==> src/rtl/ad4003_pkg.sv <==
// rtl/ad4003_pkg.sv - shared constants and helpers for the AD4003 lane emulator
//
// Purpose : frame geometry, command opcodes, the turbo config value and the
//           register read-back frame builder shared by the emulator files.
// Ports   : none (package).
package ad4003_pkg;

  localparam int ADC_DATA_WIDTH = 18;
  localparam int CMD_BITS       = 16;

  localparam logic [7:0] AD4003_CMD_WR    = 8'h14;
  localparam logic [7:0] AD4003_CMD_RD    = 8'h54;
  localparam logic [7:0] AD4003_CFG_TURBO = 8'h03;

  // Frame returned after a register read command: the config byte sits in
  // the middle of an otherwise zero sample word.
  function automatic logic [ADC_DATA_WIDTH-1:0] rd_resp(input logic [7:0] cfg);
    return {8'h00, cfg, 2'b00};
  endfunction

endpackage

==> src/rtl/ad4003_adc_emulator_sync_edge_det.sv <==
// rtl/ad4003_adc_emulator_sync_edge_det.sv - 2-flop synchronizer with registered edge strobes
//
// Purpose : brings one asynchronous host pin into the clk domain and produces
//           one-cycle rise/fall strobes. The strobes and the level output are
//           aligned: all three reflect the same pin sample, 3 cycles late.
// Ports   : clk    in  sampling clock
//           rst_n  in  asynchronous active-low reset
//           d      in  asynchronous pin
//           q      out synchronized level, aligned with the strobes
//           rise   out one-cycle strobe on a 0->1 pin transition
//           fall   out one-cycle strobe on a 1->0 pin transition
module sync_edge_det (
  input  logic clk,
  input  logic rst_n,
  input  logic d,
  output logic q,
  output logic rise,
  output logic fall
);

  logic s1, s2, s3;

  always_ff @(posedge clk or negedge rst_n) begin
    if (!rst_n) begin
      s1   <= 1'b0;
      s2   <= 1'b0;
      s3   <= 1'b0;
      rise <= 1'b0;
      fall <= 1'b0;
    end else begin
      s1   <= d;
      s2   <= s1;
      s3   <= s2;
      rise <= s2 & ~s3;
      fall <= ~s2 & s3;
    end
  end

  assign q = s3;

endmodule

==> src/rtl/ad4003_adc_emulator.sv <==
// rtl/ad4003_adc_emulator.sv - AD4003 3-wire turbo-mode ADC responder for one lane
//
// Purpose : oversamples host CNV/SCK/SDI, runs the conversion timer, shifts the
//           previously converted sample out on SDO and decodes 16-bit register
//           write/read commands arriving on SDI.
// Ports   : clk_100    in  system clock (>= 4x SCK)
//           rst_n      in  asynchronous active-low reset
//           cnv_i      in  host conversion start (async)
//           sck_i      in  host serial clock (async)
//           sdi_i      in  host serial data in (async)
//           sample_i   in  value captured at the end of each conversion
//           sdo_o      out serial data to host, MSB first
//           cfg_o      out emulated configuration register
//           busy_o     out conversion in progress
//           cfg_wr_o   out one-cycle pulse when cfg_o is written
//           err_o      out sticky protocol-error flag
//           err_clr_i  in  synchronous clear of err_o
import ad4003_pkg::*;

module ad4003_adc_emulator #(
  parameter int ADC_DATA_WIDTH = 18,
  parameter int CONV_CYCLES    = 29
) (
  input  logic                      clk_100,
  input  logic                      rst_n,
  input  logic                      cnv_i,
  input  logic                      sck_i,
  input  logic                      sdi_i,
  input  logic [ADC_DATA_WIDTH-1:0] sample_i,
  output logic                      sdo_o,
  output logic [7:0]                cfg_o,
  output logic                      busy_o,
  output logic                      cfg_wr_o,
  output logic                      err_o,
  input  logic                      err_clr_i
);

  localparam int BCW = $clog2(ADC_DATA_WIDTH + 1);
  localparam int CCW = $clog2(CONV_CYCLES + 1);

  // bit_cnt == FRAME_END means "no frame open": reset value and post-frame.
  localparam logic [BCW-1:0] FRAME_END = BCW'(ADC_DATA_WIDTH);
  localparam logic [BCW-1:0] CMD_END   = BCW'(CMD_BITS);
  localparam logic [BCW-1:0] CMD_LAST  = BCW'(CMD_BITS - 1);
  localparam logic [CCW-1:0] CONV_LOAD = CCW'(CONV_CYCLES);
  localparam logic [CCW-1:0] CONV_ONE  = CCW'(1);

  logic cnv_rise, cnv_fall, cnv_lvl;
  logic sck_rise, sck_fall, sck_lvl;
  logic sdi_rise, sdi_fall, sdi_s;

  sync_edge_det u_sync_cnv (.clk(clk_100), .rst_n(rst_n), .d(cnv_i), .q(cnv_lvl), .rise(cnv_rise), .fall(cnv_fall));
  sync_edge_det u_sync_sck (.clk(clk_100), .rst_n(rst_n), .d(sck_i), .q(sck_lvl), .rise(sck_rise), .fall(sck_fall));
  sync_edge_det u_sync_sdi (.clk(clk_100), .rst_n(rst_n), .d(sdi_i), .q(sdi_s),   .rise(sdi_rise), .fall(sdi_fall));

  logic unused_sync;
  assign unused_sync = ^{cnv_fall, cnv_lvl, sck_lvl, sdi_rise, sdi_fall};

  logic [ADC_DATA_WIDTH-1:0] held_sample;
  logic [ADC_DATA_WIDTH-1:0] sr;
  logic [CMD_BITS-1:0]       cmd_sr;
  logic [CMD_BITS-1:0]       cmd_next;
  logic [BCW-1:0]            bit_cnt;
  logic [CCW-1:0]            conv_cnt;
  logic                      rd_pending;
  logic                      err_set;

  assign cmd_next = {cmd_sr[CMD_BITS-2:0], sdi_s};

  // SDO is the shift register MSB; the register itself is the output flop.
  assign sdo_o = sr[ADC_DATA_WIDTH-1];

  // Conversion timer. A CNV rise while busy simply restarts the count, so
  // held_sample only updates when a conversion runs to completion.
  always_ff @(posedge clk_100 or negedge rst_n) begin
    if (!rst_n) begin
      busy_o      <= 1'b0;
      conv_cnt    <= '0;
      held_sample <= '0;
    end else if (cnv_rise) begin
      busy_o   <= 1'b1;
      conv_cnt <= CONV_LOAD;
    end else if (busy_o) begin
      if (conv_cnt == CONV_ONE) begin
        busy_o      <= 1'b0;
        conv_cnt    <= '0;
        held_sample <= sample_i;
      end else begin
        conv_cnt <= conv_cnt - CONV_ONE;
      end
    end
  end

  // Frame engine. CNV rise dominates any SCK strobe in the same cycle.
  always_ff @(posedge clk_100 or negedge rst_n) begin
    if (!rst_n) begin
      sr         <= '0;
      cmd_sr     <= '0;
      bit_cnt    <= FRAME_END;
      rd_pending <= 1'b0;
      cfg_o      <= 8'h00;
      cfg_wr_o   <= 1'b0;
    end else begin
      cfg_wr_o <= 1'b0;
      if (cnv_rise) begin
        // Turbo: the frame carries the previous conversion or the read-back.
        sr         <= rd_pending ? rd_resp(cfg_o) : held_sample;
        bit_cnt    <= '0;
        rd_pending <= 1'b0;
        cmd_sr     <= '0;
      end else if (sck_rise) begin
        if (bit_cnt < FRAME_END) begin
          if (bit_cnt < CMD_END) begin
            cmd_sr <= cmd_next;
          end
          bit_cnt <= bit_cnt + 1'b1;
          if (bit_cnt == CMD_LAST) begin
            if (cmd_next[15:8] == AD4003_CMD_WR) begin
              cfg_o    <= cmd_next[7:0];
              cfg_wr_o <= 1'b1;
            end else if (cmd_next[15:8] == AD4003_CMD_RD) begin
              rd_pending <= 1'b1;
            end
          end
        end
      end else if (sck_fall) begin
        sr <= {sr[ADC_DATA_WIDTH-2:0], 1'b0};
      end
    end
  end

  always_comb begin
    err_set = 1'b0;
    if (cnv_rise) begin
      err_set = busy_o || ((bit_cnt != '0) && (bit_cnt < FRAME_END));
    end else if (sck_rise) begin
      err_set = (bit_cnt >= FRAME_END);
    end
  end

  // Sticky error; a new error in the same cycle as the clear wins.
  always_ff @(posedge clk_100 or negedge rst_n) begin
    if (!rst_n) begin
      err_o <= 1'b0;
    end else if (err_set) begin
      err_o <= 1'b1;
    end else if (err_clr_i) begin
      err_o <= 1'b0;
    end
  end

endmodule

==> config.mk <==
export PLATFORM = sky130hd
export DESIGN_NAME = ad4003_adc_emulator
export DESIGN_NICKNAME = d
export VERILOG_FILES = /design/src/rtl/ad4003_pkg.sv /design/src/rtl/ad4003_adc_emulator_sync_edge_det.sv /design/src/rtl/ad4003_adc_emulator.sv
export SDC_FILE = /design/constraint.sdc
export NUM_CORES = 1
export LEC_CHECK = 0
export BUFFER_PORTS_ARGS = -buffer_cell sky130_fd_sc_hd__buf_2
export CAP_MARGIN = 40
export CORE_MARGIN = 2
export CORE_UTILIZATION = 66
export CTS_BUF_LIST = sky130_fd_sc_hd__clkbuf_2 sky130_fd_sc_hd__clkbuf_4 sky130_fd_sc_hd__clkbuf_8
export CTS_CLUSTER_DIAMETER = 200
export DETAILED_ROUTE_END_ITERATION = 8
export PLACE_DENSITY = 0.89
export SLEW_MARGIN = 20
export SYNTH_ARGS = -nofsm -noshare
export SYNTH_HDL_FRONTEND = slang
export SYNTH_SLANG_ARGS = --single-unit
==> constraint.sdc <==
create_clock -name clk_100 -period 5.97 [get_ports clk_100]
set_clock_uncertainty 0.15 [all_clocks]
set_input_delay 0.2985 -clock clk_100 [delete_from_list [all_inputs] [get_ports clk_100]]
set_output_delay 0.2985 -clock clk_100 [all_outputs]
set_load 0.01 [all_outputs]
==> out/qor.txt <==
Hpwl dp: 4.45 mm
Via count: 2420
Final cycle utilization of the critical path: 37.5%
Most frequent cells in the layout: dfrtp_1 (83), nand2_1 (36), buf_2 (34)
Mapped cell area: 3680 sq um
Most common cell after layout, fill and taps aside: dfrtp_1
CP Launch Point: bit_cnt[1]
Setup TNS Final: 0 ns
Most used DFF post-synth: dfrtp_1
Yosys warnings: 0
Worst skew pair latency: 0.35 ns
CP endpoint kind: flip-flop
Final setup vio count: 0
Gr ovfl total: 0
CP Class: flip-flop to flip-flop
I/O pin cnt: 36
Routed Wire Length: 7.11 mm
Site Rows: 27
Final Hold Fails: 0
Post-synth EDFFs: 0
Reg2Reg Launch Point: bit_cnt[1]
Iteration-0 DRC Markers: 186
Tightest Hold Check Type: input pin to flip-flop
Clk sinks: 85
Port Buf Inserts: 35
Yosys cell types: 42
Max cap viols: 0
GRT Util Overall: 25.3%
Synth Instances: 294
CTS clk-pin slew, worst paths: 0.09 ns
Starting Density: 67.7%
Share of layout cells above drive strength 1: 32.6%
Worst Slack Setup Final: 3.73 ns
CTS tree: built
Fmax: 447 MHz
CP arrival: 2.32 ns
Critical Path Most Common Cell: ha_1
Ant diodes: 0
Power Total: 1.37 mW
Clock tree buffer depth: 2
CP max stage cell: dfstp_2
DIE HEIGHT: 78.7 um
Syn Area/Cell: 12.5 sq um
First-pass GRT wire length: 11.9 mm
RSZ-0062 raised after global routing: false
Worst Path Required: 6.05 ns
Share of synthesized flip-flops with an asynchronous set or reset: 100%
Drc violations: 0
Hold WS: 0.0258 ns
Full die area: 6190 sq um
Avg Vias per Cell: 5.92
Crit-path cells: ha_1 > and3_1 > ha_1 > and4bb_2 > o2111ai_4 > mux2_2
Post-cts resize count: 0
Fin nets: 361
Floorplan Core Area: 5440 sq um
Avg WL per Cell: 17.4 um
#FFs+latches synth: 85
Cell chosen for the clock root: clkbuf_8
Pre-CTS WS: 3.77 ns
Clock period minus worst slack: 2.24 ns
Largest net degree at the start of global routing: 59
Fillers: 329
Die width: 78.7 um
Rel. slew slack: 46.6%
Antenna-violating nets left: 0
Pwr per Cell Area: 330 nW/um^2
Leakage power: 1.92 nW
# Post-CTS Setup Buffers: 0
IR drop worst, VDD: 0.000262 V
Largest delay contributor family on the critical path: flip-flops
CP Launch Type: flip-flop
P&R area growth vs syn: 12.7%
CTS hold repair buffers: 4
Syn Nets: 323
Slew @ Worst Pin: 0.794 ns
CP Buf/Inv Count: 0
Outcome: finished clean
Initial antenna violation count: 0
CTS HTree Levels: 3
Register area share after synthesis: 57.8%
Vias in the first global route: 2505
RD Place Congestion: 0.810
Slew Limit Fails: 0
Hold_sp: sample_i[12]
TritonCTS Buffers: 9
CP max stage delay: 0.62 ns
Critical Path Fanout Max: 8
TritonRoute pass-1 iters: 4
## cell usage after synthesis, drive strengths merged, types with 3 or more instances
cell type	instances	area (sq um)
ha	5	62.6
buf	10	57.6
nor2b	6	37.5
nor2	13	48.8
nand2	36	135
mux2i	9	90.1
mux2	43	522
clkbuf	6	22.5
o21ai	3	15.0
dfrtp	83	2080
a22o	10	87.6
inv	9	33.8
nand3	3	15.0
a21oi	30	154
## layout make-up
type | instances | area, sq um | area share, %
inverters | 9 | 33.8 | 0.814
clock inverters | 5 | 35.0 | 0.844
clock buffers | 11 | 151 | 3.65
flip-flops and latches | 85 | 2130 | 51.3
repair buffers | 43 | 272 | 6.54
well taps | 72 | 90.1 | 2.17
multi-input cells | 184 | 1440 | 34.7
## cells by family (layout without fill, tap and decap cells)
logic type / after synthesis / in the layout / synth area share, %
buffers and inverters: 25 / 68 / 3.09
muxes: 52 / 52 / 16.6
and+or+nand+nor: 74 / 74 / 11.0
DFF: 85 / 85 / 57.8
xor gates and xnor gates: 1 / 1 / 0.238
adders and majority gates: 5 / 5 / 1.70
AOI/OAI and AO/OA: 52 / 52 / 9.58
## metrics by stage
| stage | util [%] | instance area (sq um) | instances |
|---|---|---|---|
| after floorplan | - | 3680 | 294 |
| after global placement | 71.5 | 3890 | 387 |
| after detailed placement | 72.2 | 3930 | 389 |
| after CTS | 76.3 | 4150 | 409 |
| after global routing | 76.3 | 4150 | 409 |
| final | 76.3 | 4150 | 409 |
## final timing paths
path / to / slack, ns / cells after the start
min: held_sample[12] / 0.03 / 2
min in group asynchronous: conv_cnt[4] / 0.26 / 2
min reg2reg: u_sync_sdi.q / 0.21 / 0
max in group asynchronous: u_sync_sck.s2 / 4.82 / 3
max: cfg_o[0] / 3.73 / 6
max reg2reg: cfg_o[0] / 3.73 / 6
## flip-flops by register name (all words and copies together), names as in the netlist, 5 cells and up
signal,count
bit_cnt,5
cfg_o,8
cmd_sr,15
held_sample,18
sr,18
conv_cnt,5
## report_power, final
part	internal (mW)	switching (mW)
Sequential	0.678	0.0706
Combinational	0.144	0.105
Clock	0.174	0.200
Total	0.996	0.375
## metal layers
metal / vias to the layer above / wire [um] / global-route usage [%]
li1: 1103 / - / -
met1: 1220 / 2900 / 32.0
met2: 70 / 3660 / 42.2
met3: 27 / 314 / 4.43
met4: 0 / 233 / 12.8
met5: - / 0 / 0
(Power assumes the default switching activity.)
